File: src/rtl/sparse_coo_sched.sv
// COO pair sequencer: scans A x B entry pairs and issues a MAC request per column/row match, holding mac_valid until mac_ready.
// Busy = 1 + na*nb + matches + stalls cycles; `define SPARSE_SCHED_PERF_EN adds the stall_cnt output.
module sparse_coo_sched #(
   parameter int NNZ = 32,
   parameter int AW  = 5,
   parameter int IW  = 3
) (
   input  logic            clk,
   input  logic            rst,
   input  logic            start,
   input  logic [AW:0]     nnz_a,
   input  logic [AW:0]     nnz_b,
   output logic            busy,
   output logic            done,
   output logic            acc_clr,
   output logic [AW-1:0]   a_addr,
   output logic [AW-1:0]   b_addr,
   input  logic [IW-1:0]   a_row,
   input  logic [IW-1:0]   a_col,
   input  logic [IW-1:0]   b_row,
   input  logic [IW-1:0]   b_col,
   input  logic            a_valid,
   input  logic            b_valid,
   output logic            mac_valid,
   input  logic            mac_ready,
   output logic [AW-1:0]   mac_a_idx,
   output logic [AW-1:0]   mac_b_idx,
   output logic [IW-1:0]   mac_c_row,
   output logic [IW-1:0]   mac_c_col,
   output logic [2*AW:0]   pair_cnt
`ifdef SPARSE_SCHED_PERF_EN
   ,
   output logic [15:0]     stall_cnt
`endif
);

   localparam logic [2:0] S_IDLE  = 3'd0;
   localparam logic [2:0] S_CLEAR = 3'd1;
   localparam logic [2:0] S_SCAN  = 3'd2;
   localparam logic [2:0] S_ISSUE = 3'd3;
   localparam logic [2:0] S_DONE  = 3'd4;

   localparam logic [AW:0]   NNZ_W  = (AW+1)'(NNZ);
   localparam logic [AW:0]   CNT_1  = (AW+1)'(1);
   localparam logic [AW-1:0] IDX_1  = AW'(1);
   localparam logic [2*AW:0] PAIR_1 = (2*AW+1)'(1);

   logic [2:0]    state;
   logic [AW:0]   na, nb;
   logic [AW:0]   na_clamp, nb_clamp;
   logic [AW-1:0] i, j;
   logic [AW-1:0] i_adv, j_adv;
   logic          i_last, j_last, scan_end, match;

   always_comb begin
      na_clamp = (nnz_a > NNZ_W) ? NNZ_W : nnz_a;
      nb_clamp = (nnz_b > NNZ_W) ? NNZ_W : nnz_b;
      i_last   = ({1'b0, i} == (na - CNT_1));
      j_last   = ({1'b0, j} == (nb - CNT_1));
      scan_end = i_last & j_last;
      // Row-major walk: B index is the inner loop.
      j_adv    = j_last ? '0 : (j + IDX_1);
      i_adv    = j_last ? (i + IDX_1) : i;
      match    = a_valid & b_valid & (a_col == b_row);
   end

   assign busy      = (state == S_CLEAR) | (state == S_SCAN) | (state == S_ISSUE);
   assign done      = (state == S_DONE);
   assign acc_clr   = (state == S_CLEAR);
   assign mac_valid = (state == S_ISSUE);
   assign a_addr    = i;
   assign b_addr    = j;

   always_ff @(posedge clk) begin
      if (rst) begin
         state     <= S_IDLE;
         na        <= '0;
         nb        <= '0;
         i         <= '0;
         j         <= '0;
         mac_a_idx <= '0;
         mac_b_idx <= '0;
         mac_c_row <= '0;
         mac_c_col <= '0;
         pair_cnt  <= '0;
      end else begin
         case (state)
            S_IDLE: begin
               if (start) begin
                  na       <= na_clamp;
                  nb       <= nb_clamp;
                  i        <= '0;
                  j        <= '0;
                  pair_cnt <= '0;
                  state    <= S_CLEAR;
               end
            end
            S_CLEAR: begin
               state <= ((na == '0) || (nb == '0)) ? S_DONE : S_SCAN;
            end
            S_SCAN: begin
               if (match) begin
                  mac_a_idx <= i;
                  mac_b_idx <= j;
                  mac_c_row <= a_row;
                  mac_c_col <= b_col;
                  state     <= S_ISSUE;
               end else begin
                  i     <= i_adv;
                  j     <= j_adv;
                  state <= scan_end ? S_DONE : S_SCAN;
               end
            end
            S_ISSUE: begin
               if (mac_ready) begin
                  pair_cnt <= pair_cnt + PAIR_1;
                  i        <= i_adv;
                  j        <= j_adv;
                  state    <= scan_end ? S_DONE : S_SCAN;
               end
            end
            S_DONE:  state <= S_IDLE;
            default: state <= S_IDLE;
         endcase
      end
   end

`ifdef SPARSE_SCHED_PERF_EN
   always_ff @(posedge clk) begin
      if (rst) begin
         stall_cnt <= '0;
      end else if ((state == S_IDLE) && start) begin
         stall_cnt <= '0;
      end else if (mac_valid && !mac_ready && (stall_cnt != 16'hFFFF)) begin
         stall_cnt <= stall_cnt + 16'd1;
      end
   end
`endif

endmodule

File: config.mk
export PLATFORM = sky130hd
export DESIGN_NAME = sparse_coo_sched
export DESIGN_NICKNAME = d
export VERILOG_FILES = /design/src/rtl/sparse_coo_sched.sv
export SDC_FILE = /design/constraint.sdc
export NUM_CORES = 1
export LEC_CHECK = 0
export BUFFER_PORTS_ARGS = -buffer_cell sky130_fd_sc_hd__buf_2
export CAP_MARGIN = 25
export CORE_MARGIN = 1
export CORE_UTILIZATION = 56
export CTS_BUF_LIST = sky130_fd_sc_hd__clkbuf_4 sky130_fd_sc_hd__clkbuf_8 sky130_fd_sc_hd__clkbuf_16
export DETAILED_ROUTE_END_ITERATION = 6
export PLACE_DENSITY = 0.85
export SYNTH_ARGS = -nofsm -noshare
export SYNTH_HDL_FRONTEND = slang
export SYNTH_SLANG_ARGS = --single-unit
File: constraint.sdc
create_clock -name clk -period 3.8 [get_ports clk]
set_input_delay 0.19 -clock clk [delete_from_list [all_inputs] [get_ports clk]]
set_output_delay 0.19 -clock clk [all_outputs]
set_load 0.01 [all_outputs]
=== Word level (Yosys, flattened, before mapping) ===
Index checks and enable logic that the tools add are counted.

* Reductions and logical operators: 11
* Order comparisons: 2
* Eq/ne operators: 10
* Bitwise operators: 5
* Multiply operators: 0
* Mux-type cells: 20
* Add/sub/neg operators: 5
* Shift operators: 0
* Divide/modulo/power cells: 0

{| class="wikitable"
|+ Operators with widths
! kind !! number
|-
| 5-bit two-way mux || 7
|-
| 5-bit one-hot mux with 3 select lines || 2
|-
| 11-bit two-way mux || 2
|-
| 11-bit one-hot mux with 2 select lines || 1
|-
| 3-bit two-way mux || 5
|-
| 5-bit by 6-bit equality test with 1-bit output || 2
|-
| 6-bit > comparator, second input constant || 2
|-
| 6-bit logical NOT || 2
|-
| 6-bit two-way mux || 2
|-
| 3-bit one-hot mux with 4 select lines || 1
|-
| 6-bit by 1-bit subtractor with 6-bit output, second input constant || 2
|-
| 11-bit by 1-bit adder with 11-bit output, second input constant || 1
|-
| 5-bit by 1-bit adder with 5-bit output, second input constant || 2
|-
| 3-bit by 2-bit equality test with 1-bit output, second input constant || 2
|-
| 2-bit AND reduction || 3
|-
| 2-bit != test, second input constant || 2
|-
| 4-bit AND reduction || 1
|-
| 1-bit AND || 3
|-
| 3-bit by 1-bit equality test with 1-bit output, second input constant || 1
|-
| 3-bit equality test || 1
|-
| 3-bit equality test, second input constant || 1
|-
| 3-bit logical NOT || 1
|-
| 3-bit AND reduction || 1
|-
| 3-bit nonzero test || 1
|-
| other kinds (4) || 5
|}

* Bits in writable memories: 0
* Logic and storage cells: 63
* Bits of input ports: 30
* Output and inout port bits: 41
* Memory bits (read-only): 0
* Flip-flop bits (word level): 52
* Memories: 0
* Bits in latches: 0

=== Logic depth before layout (Yosys ltp) ===
Gate-level depths: netlist (run 1).

* Depth after elaboration: 6
* Mapped depth: 9
* Gate-level depth less buffers: 8

=== Worst setup path before layout (run 1) ===
No wires, ideal clock.

* Kind: register to register
* Start: reg nb[0]
* End: reg i[3] (netlist: a_addr[3])
* Required time: 3.729 ns
* Period minus slack after synthesis: 2.015 ns
* Setup time: 0.071 ns
* Stages on the path, launching flop included: 8
* Arrival time: 1.944 ns
* Buffers on the path: 0
* Setup slack: 1.785 ns
* Path through: dfxtp_1 > inv_1 > ha_1 > xnor2_1 > a2111oi_4 > a21oi_2 > or4_1 > a21oi_1

* Longest elaborated chain between the ends: 5
* Elaborated cells between the ends (all ways): 6
* Classes of those cells: add/sub: 1; eq/ne: 1; mux: 4

{| class="wikitable"
|+ Ends and longest elaborated chain
! element !! RTL line !! text
|-
| from (decl) || 49 || <nowiki>logic [AW:0] na, nb;</nowiki>
|-
| from (signal assigned) || 91 || <nowiki>nb <= nb_clamp;</nowiki>
|-
| 6-bit by 1-bit subtractor with 6-bit output (*) || 59 || <nowiki>j_last = ({1'b0, j} == (nb - CNT_1));</nowiki>
|-
| 5-bit by 6-bit equality test with 1-bit output (*) || 59 ||
|-
| 5-bit two-way mux (*) || 63 || <nowiki>i_adv = j_last ? (i + IDX_1) : i;</nowiki>
|-
| 5-bit two-way mux (on tied branches) || 115, 102 ||
|-
| 5-bit one-hot mux with 3 select lines (*) || 87 || <nowiki>case (state)</nowiki>
|-
| to (signal assigned) || 109 || <nowiki>i <= i_adv;</nowiki>
|-
| to (signal assigned) || 117 || <nowiki>i <= i_adv;</nowiki>
|-
| to (decl) || 51 || <nowiki>logic [AW-1:0] i, j;</nowiki>
|}

Every way passes the cells marked *; elsewhere a longest branch is shown, timed or not. The select of a mux whose other input is x is not followed.
A chain may end at the register's enable or synchronous reset.

=== Worst setup path after layout (run 1) ===
* Start: reg state[0]
* End: reg j[2] (netlist: b_addr[2])

* Longest elaborated chain between the ends: 3
* Elaborated cells between the ends (all ways): 9
* Classes of those cells: eq/ne: 5; mux: 1; reduce/logical: 3

{| class="wikitable"
|+ Ends and longest elaborated chain
! element !! RTL line !! text
|-
| from (decl) || 48 || <nowiki>logic [2:0] state;</nowiki>
|-
| from (signal assigned) || 99 || <nowiki>state <= ((na == '0) || (nb == '0)) ? S_DONE : S_SCAN;</nowiki>
|-
| from (signal assigned) || 111 || <nowiki>state <= scan_end ? S_DONE : S_SCAN;</nowiki>
|-
| from (signal assigned) || 119 || <nowiki>state <= scan_end ? S_DONE : S_SCAN;</nowiki>
|-
| 3-bit by 2-bit equality test with 1-bit output or 3-bit logical NOT (tied branches) || 87 ||
|-
| 2-bit != test (no line), or another cell as far along || - ||
|-
| 4-bit AND reduction (no line) || - ||
|-
| to (signal assigned) || 110 || <nowiki>j <= j_adv;</nowiki>
|-
| to (signal assigned) || 118 || <nowiki>j <= j_adv;</nowiki>
|-
| to (decl) || 51 ||
|}

Several ways; a longest one is shown, not always the timed one.

==> summary.md, run 1 <==
The parity-gate share of the synthesized area counting xor and xnor cells was 0.07767. The tools report the maximum number of pins on one net before global-route repair as 42. The worst path in the final design needs a cycle of 2.352 ns, including I/O delays and setup. The top flip-flop cell by instance count after synthesis is dfxtp_1.

The path category of the worst min-delay check was primary input to flop. Combinational family with the most area after synthesis: simple AND/OR/NAND/NOR gates. For the number of violations of the max-capacitance limit, the log shows 0. The worst setup path is captured at a flop. The cell with the biggest individual delay on the critical path was nor4_1.

In this design, the largest share of critical-path delay is due to simple AND/OR/NAND/NOR gates. The capturing point of the worst reg2reg path is b_addr[2]. Setup repair after global routing left no endpoint under its margin. For the number of top-level design ports, the log shows 71. The chip width was 70.06 um; the share of synthesized area occupied by flip-flops and latches was 0.4014. The logs give 0.355 for the clock share of power and 0 for the count of warnings emitted by yosys. The commonest cells after synthesis are 52 x dfxtp_1, 51 x nor2_1, 24 x a21oi_1. The highest clock frequency the design can meet is 0.4251 GHz, and the area share of and/or/nand/nor cells after synthesis is 0.2533. The slew of the pin with the lowest slew margin was 0.9017 ns; the final cycle utilization of the critical path was 0.6190. For this run, the slowest stage of the critical path takes 0.68 ns.

The post-cts hold buffer count is 0, and the reported leakage power is 1.387 nW. Counting the buffers created by CTS gives 5. The run gives 1.059 mW as the sum of internal, switching and leakage power.

Traced cell by cell, the critical path runs through nand3b_1, nor4_1, a221o_1, nor3b_1, o21ai_0, a21oi_1. TritonCTS built the clock tree. Number of failing hold endpoints at the final stage: 0. The clock-pin slew of the registers on the worst-case setup and hold paths is 0.09 ns.

The buffers plus inverters on the worst setup path came out at 0. The proportion of layout cells with a drive suffix above 1 works out to 0.2258. The via-per-instance ratio came out at 5.583. The startpoint of the tightest hold check path was a_row[2].

Endpoint of the worst hold-timing path: mac_c_row[2]. The proportion of synthesized flip-flops having asynchronous set or reset is 0, and the via count of the first global-routing pass is 2222. Fill cells in the final layout number 346.

The pre-antenna-repair detailed-routing pass consisted of 4 iterations. Number of antenna violations at the first check in global routing: 0. Setup violations remaining at the end of the flow were counted as 0. The number of enable flip-flop cells after synthesis was 0.

The tools report the instance count of the mapped netlist as 308. The total overflow left after global routing is 0. The post-synthesis adder-cell area fraction came out at 0.03377.

The remaining antenna violation count came out at 0. The hold path depth works out to 3. The total area of multi-input combinational cells is 0.001463 sq mm, and the number of placement rows is 24.

The compound-gate portion of the synthesized area is 0.1298. STA classifies the critical path startpoint as a flop. The root buffer cell chosen for the clock tree is clkbuf_8. The number of cells on the critical path was 6; the flip-flop and latch count after synthesis was 52. The biggest area consumer among synthesized cells was dfxtp_1. For the number of diodes, the log shows 0.

The tools report the worst slew slack as a fraction of its limit as 0.3972. The proportion of total power due to net switching is 0.2405, and the area of all sequential standard cells is 0.001041 sq mm. The total via count after detailed routing was 2367; the layout-stage area growth over the synthesis result was 18.14%. In this run the standard cell core region covers 0.004414 sq mm. The number of levels in the clock H-tree was 2. The run gives 0.002594 sq mm as the cell area after synthesis. Dividing total power by cell area gives a power density of 345.6 mW/mm^2.

In this run the worst setup path begins at state[0]. The number of setup buffers added after CTS is 0. The logs give 52 for the number of sinks on the clock net and 4.024 mm for the placed wire-length estimate. For this block, the initial DRC count from the detailed router was 187. Across all register-to-register paths, the minimum setup slack is 1.45 ns. The total track usage was 0.2434; the top-area cell type share of the netlist area was 0.4014. The die covers 0.004908 sq mm. The later pin in the worst-skew pair is clocked with a latency of 0.29 ns. The combinational power share came out at 0.113. The overall routed net length is 5.661 mm, and the design internal power is 804.2 uW. The logs give 0.532 for the sequential fraction of design power and 254.7 uW for the total net switching power.

The logs give 0.004973 ns for the final clock skew and 0.8387 for the global placer's final weighted congestion. Data on the critical path arrives at its endpoint at 2.50 ns. Required time reported for the critical path endpoint: 3.95 ns. The number of pins exceeding their max-slew limit in the final report is 0, and the count of different cell masters after synthesis is 43. The run gives 0.5876 as the starting utilization of the core area.

For the total nets after synthesis, the log shows 345. From bottom edge to top edge, the die measures 70.06 um. The final total negative setup slack came out at 0 ns. Category of the most critical setup path: flop to flop. The flow ran to the end, and the final reports show no timing, DRC or antenna violations. The run gives 0 as the number of instances resized during post-cts repair. By instance count, the leading cell after synthesis is dfxtp_1. In the final routed layout, each cell accounts on average for 13.35 um. The count of port buffers added during placement came out at 70.

In this run the critical register-to-register path is launched from state[0]. The depth of the worst register-to-register path works out to 6. In this run the deepest clock path goes through 2 buffers. The first global-routing pass estimated 9.818 mm of wire.

Mux share of post-synthesis cell area: 0.06946. The run gives 0 as the count of unresolved DRC violations after routing. The total number of nets in the final design is 408, and the mean post-synth cell area is 8.421 sq um. VDD sags by at most 0.2809 mV. In this run the worst path has a maximum fanout of 13. By area the synthesized netlist is led by dfxtp_1 40%, nor2_1 7.4%, mux2i_1 6.9%.
worst max path at each step:
| stage | end | slack, ns |
|---|---|---|
| 3_3_place_gp | a_addr[2] | 1.60 |
| 6_report | b_addr[2] | 1.45 |
| 4_1_cts | b_addr[2] | 1.47 |
| 2_1_floorplan | a_addr[3] | 1.79 |
| 5_1_grt | b_addr[2] | 1.26 |
| 3_5_place_dp | a_addr[3] | 1.52 |
kinds of logic after synthesis:
group,count (synthesis)
buffers and inverters,23
DFF,52
and+or+nand+nor,133
adders and majority gates,7
AOI/OAI and AO/OA,52
muxes,18
xor gates and xnor gates,23
registers in the layout, indices dropped and copies added, names as in the netlist:
name and count:
a_addr 5, b_addr 5, nb 6, pair_cnt 11, mac_b_idx 5, na 6, mac_c_row 3, state 3
mac_c_col 3, mac_a_idx 5
through the flow:
stage                     hold WS, ns  cells  area (sq um)  utilization  worst slack [ns]
after floorplan                0.3339    308          2594            -             1.785
after global placement         0.4198    416          2953       0.6689             1.598
after detailed placement       0.4304    416          2953       0.6689             1.516
after CTS                      0.1190    424          3064       0.6942             1.469
after global routing           0.1181    424          3064       0.6942             1.257
final                          0.1246    424          3064       0.6942             1.448
power by group through the flow:
stage	combinational (mW)	sequential (mW)	clock (mW)
2_1_floorplan	0.0872	0.572	0
3_3_place_gp	0.115	0.576	0
3_5_place_dp	0.118	0.576	0
4_1_cts	0.119	0.563	0.385
5_1_grt	0.135	0.565	0.411
6_report	0.120	0.564	0.376
worst min-delay path, delay by kind of cell:
kind / cells / cell delay, ns
buffers and inverters: 1 / 0.07
muxes: 1 / 0.05
and+or+nand+nor: 1 / 0.07
cells in the final DEF, fill, tap and decap left out, types with 5 or more instances in the layout:
| cell | netlist | final |
|---|---|---|
| a21oi_1 | 24 | 24 |
| buf_2 | 2 | 70 |
| clkbuf_8 | 0 | 5 |
| dfxtp_1 | 52 | 52 |
| ha_1 | 7 | 7 |
| inv_1 | 9 | 9 |
| mux2i_1 | 18 | 18 |
| nand2_1 | 19 | 19 |
| nand3_1 | 15 | 15 |
| nor2_1 | 51 | 51 |
| nor3_1 | 6 | 6 |
| nor3b_1 | 12 | 12 |
| o21ai_0 | 8 | 8 |
| or3_1 | 5 | 5 |
| xnor2_1 | 12 | 12 |
| xor2_1 | 11 | 11 |
cell type report:
class	count	area share
multi-input combinational	233	0.4773
timing repair buffer	70	0.1143
clock buffer	6	0.02491
inverter	9	0.01102
sequential	52	0.3397
tap	52	0.02123
clock inverter	2	0.01143
metal layers:
layer  vias to the layer above  share of wire  track usage
li1                       1190              -            -
met5                         -              0            0
met1                      1096           0.44       0.3006
met4                         0         0.0026      0.05111
met3                         2          0.055      0.05339
met2                        79           0.50       0.4327
Note: power is estimated with default switching activity, not from simulation.
==> run 2, diff against run 1 <==
Settings changed: CORE_UTILIZATION 56 to 52, PLACE_DENSITY 0.85 to 0.79.
Clock period 3.8 ns to 2.25 ns, I/O delays scaled along.
==> run 2 against run 1 <==
Compared with the run above: via count increased by 0.80%; clock skew increased by 0.0085 ns; sequential cell count unchanged; power increased by 73%; first-iteration DRC count decreased by 38%; maximum frequency increased by 11%; routed wire length increased by 1.9%; combinational power increased by 76%; sequential power increased by 69%; sequential share of layout area decreased by 0.85 points.
==> summary.md, run 2 (same netlist as run 1, synthesis figures left out) <==
The pre-antenna-repair detailed-routing pass consisted of 4 iterations. The via count of the first global-routing pass was 2190; the number of violations of the max-capacitance limit was 0. The tools report the number of levels in the clock H-tree as 2.

Endpoint of the worst hold-timing path: mac_c_col[2]. The repair_antennas step left the layout with diodes totalling 0. The proportion of total power due to net switching is 0.2423. In the layout the commonest cells are 70 x buf_2, 51 x nor2_1, 51 x dfxtp_1.

The remaining antenna violation count is 0, and the total overflow reported by the global router is 0. Data on the critical path arrives at its endpoint at 2.35 ns. For the pin with the worst max-slew slack, the measured transition is 0.7543 ns.

In this run the critical register-to-register path is launched from na[0]. The internal portion of the total power is 1.388 mW. The endpoint identified for the worst register-to-register timing path is state[2]. During I/O placement, the number of pins put on the boundary was 71.

Setup repair after global routing left no endpoint under its margin. TritonCTS built the clock tree. In the final routed layout, each cell accounts on average for 12.93 um.

The number of flip-flops under the largest register name works out to 11. The final cycle utilization of the critical path is 0.9421. Along the worst path, the maximum fanout reaches 4. The worst slew slack as a fraction of its limit was 0.4971. Combinational power share: 0.115. The worst hold path was traced through 3 stages. STA classifies the critical path startpoint as a flop. Counting flops per register, the top entry is pair_cnt. The path category of the worst min-delay check is primary input to flop.

The worst register-to-register path has a depth of 7. In this run the register-to-register setup slack is 0.13 ns. Leaving out fill and tap cells, the most frequent cell in the layout is buf_2. In this run the horizontal extent of the chip is 72.63 um. Peak supply drop: 0.3690 mV. Entering global routing, the biggest net connects 42 pins. For this design the total switching power over the nets is 443.8 uW. After detailed routing, the number of vias per cell comes to 5.350. The clock-pin slew of the registers on the worst-case setup and hold paths was 0.10 ns. The total via count after detailed routing is 2386, and the final-report setup violation count is 0.

Routability-driven placement finished with a final weighted congestion of 0.8400. The sequential fraction of design power was 0.520. The floorplan step set the die height to 72.63 um. The root buffer cell chosen for the clock tree is clkbuf_8. The final layout contains 415 nets.

The logs give 0.2252 for the total track usage and 0 ns for the final total negative setup slack. The run gives 2 as the deepest clock path buffer count. The power per cell area is 581.9 mW/mm^2, and the clock share of power is 0.365.

The number of antenna violations at the first check in global routing is 0, and the overall routed net length is 5.767 mm. Overall power consumption after layout is estimated at 1.831 mW. The placed wire-length estimate is 4.159 mm, and the area of the core region is 0.004755 sq mm.

The area growth from synthesis to layout is 21.32%. The clock reaches the later pin of the worst-skew pair after 0.30 ns. The count of unresolved DRC violations after routing was 0. For the number of sinks on the clock net, the log shows 52.

The starting utilization of the core area is 0.5455. The proportion of layout cells with a drive suffix above 1 was 0.2427. In this run the core area contains 25 standard-cell rows. The tools report the startpoint of the tightest hold check path as b_col[2]. Buffers inserted during clock tree synthesis total 5. In the final layout, the registers with the most flip-flops are pair_cnt x11, na x6, nb x6.

By startpoint and endpoint, the worst setup path is classified as flop to flop. The run finished with clean final reports. The count of port buffers added during placement was 70. The first global-routing pass estimated 9.377 mm of wire. The analysis attributes to cell leakage a power of 1.426 nW.

The run gives 2.48 ns as the required time reported for the critical path endpoint. The number of failing hold endpoints at the final stage was 0. The routed design could run at a clock period as short as 2.120 ns. The worst setup path is captured at a flop.

Static timing analysis puts the maximum clock frequency at 0.4717 GHz. Across the routed clock network, the largest skew measured is 0.01346 ns. After filler insertion, the fill cell instance count of the layout stands at 428.

For this block, the initial DRC count from the detailed router was 116. The die covers 0.005274 sq mm. The number of pins exceeding their max-slew limit in the final report is 0.
==> run 2: critical path: stages, from the launching register on <==
cell       delay [ns]
dfxtp_1          0.40
inv_1            0.10
ha_1             0.27
xnor2_1          0.16
a2111oi_0        0.42
nand4_1          0.18
or3_1            0.34
a21oi_1          0.16
==> run 2: power by group through the flow <==
stage	clock network, mW	registers (mW)	logic [mW]
2_1_floorplan	0	0.966	0.147
3_3_place_gp	0	0.972	0.204
3_5_place_dp	0	0.973	0.208
4_1_cts	0.686	0.951	0.210
5_1_grt	0.718	0.955	0.231
6_report	0.668	0.952	0.211
==> run 2: metal layers <==
metal | global-route usage | vias to the layer above | wire [um]
met5 | 0 | - | 0
met4 | 0.09150 | 0 | 107
met3 | 0.04420 | 11 | 256
met2 | 0.4050 | 60 | 2850
met1 | 0.2612 | 1106 | 2553
li1 | - | 1209 | -
==> run 2: layout make-up <==
type | count | area [sq um] | share of cell area
Tap cell | 67 | 83.83 | 0.02664
Inverter | 9 | 33.78 | 0.01074
Clock inverter | 2 | 38.79 | 0.01233
Multi-Input combinational cell | 233 | 1463 | 0.4648
Clock buffer | 6 | 82.58 | 0.02624
Timing Repair Buffer | 77 | 402.9 | 0.1280
Sequential cell | 52 | 1042 | 0.3312
==> run 2: timing repair <==
item	CTS	global route
endpoints found under the setup margin	0	2
resized for setup	0	1
setup buffers	0	0
hold buffers	0	0
==> run 2: worst max-delay path by stage <==
stage	cells past startpoint	from	end
6_report	7	na[0]	state[2]
5_1_grt	6	nb[2]	a_addr[2]
4_1_cts	7	nb[0]	a_addr[3]
3_5_place_dp	7	nb[0]	a_addr[3]
3_3_place_gp	7	nb[0]	a_addr[3]
2_1_floorplan	7	nb[0]	a_addr[3]
==> run 2: per-stage QoR <==
stage | setup slack (ns) | hold WS (ns) | cells | area [sq um] | util
after global placement | 0.1760 | 0.3430 | 438 | 3024 | 0.6361
after detailed placement | 0.08850 | 0.3521 | 438 | 3024 | 0.6361
after floorplan | 0.2354 | 0.2564 | 308 | 2594 | -
after global routing | 0.02516 | 0.02826 | 446 | 3147 | 0.6618
final | 0.1302 | 0.03866 | 446 | 3147 | 0.6618
after CTS | 0.08486 | 0.03665 | 446 | 3146 | 0.6616
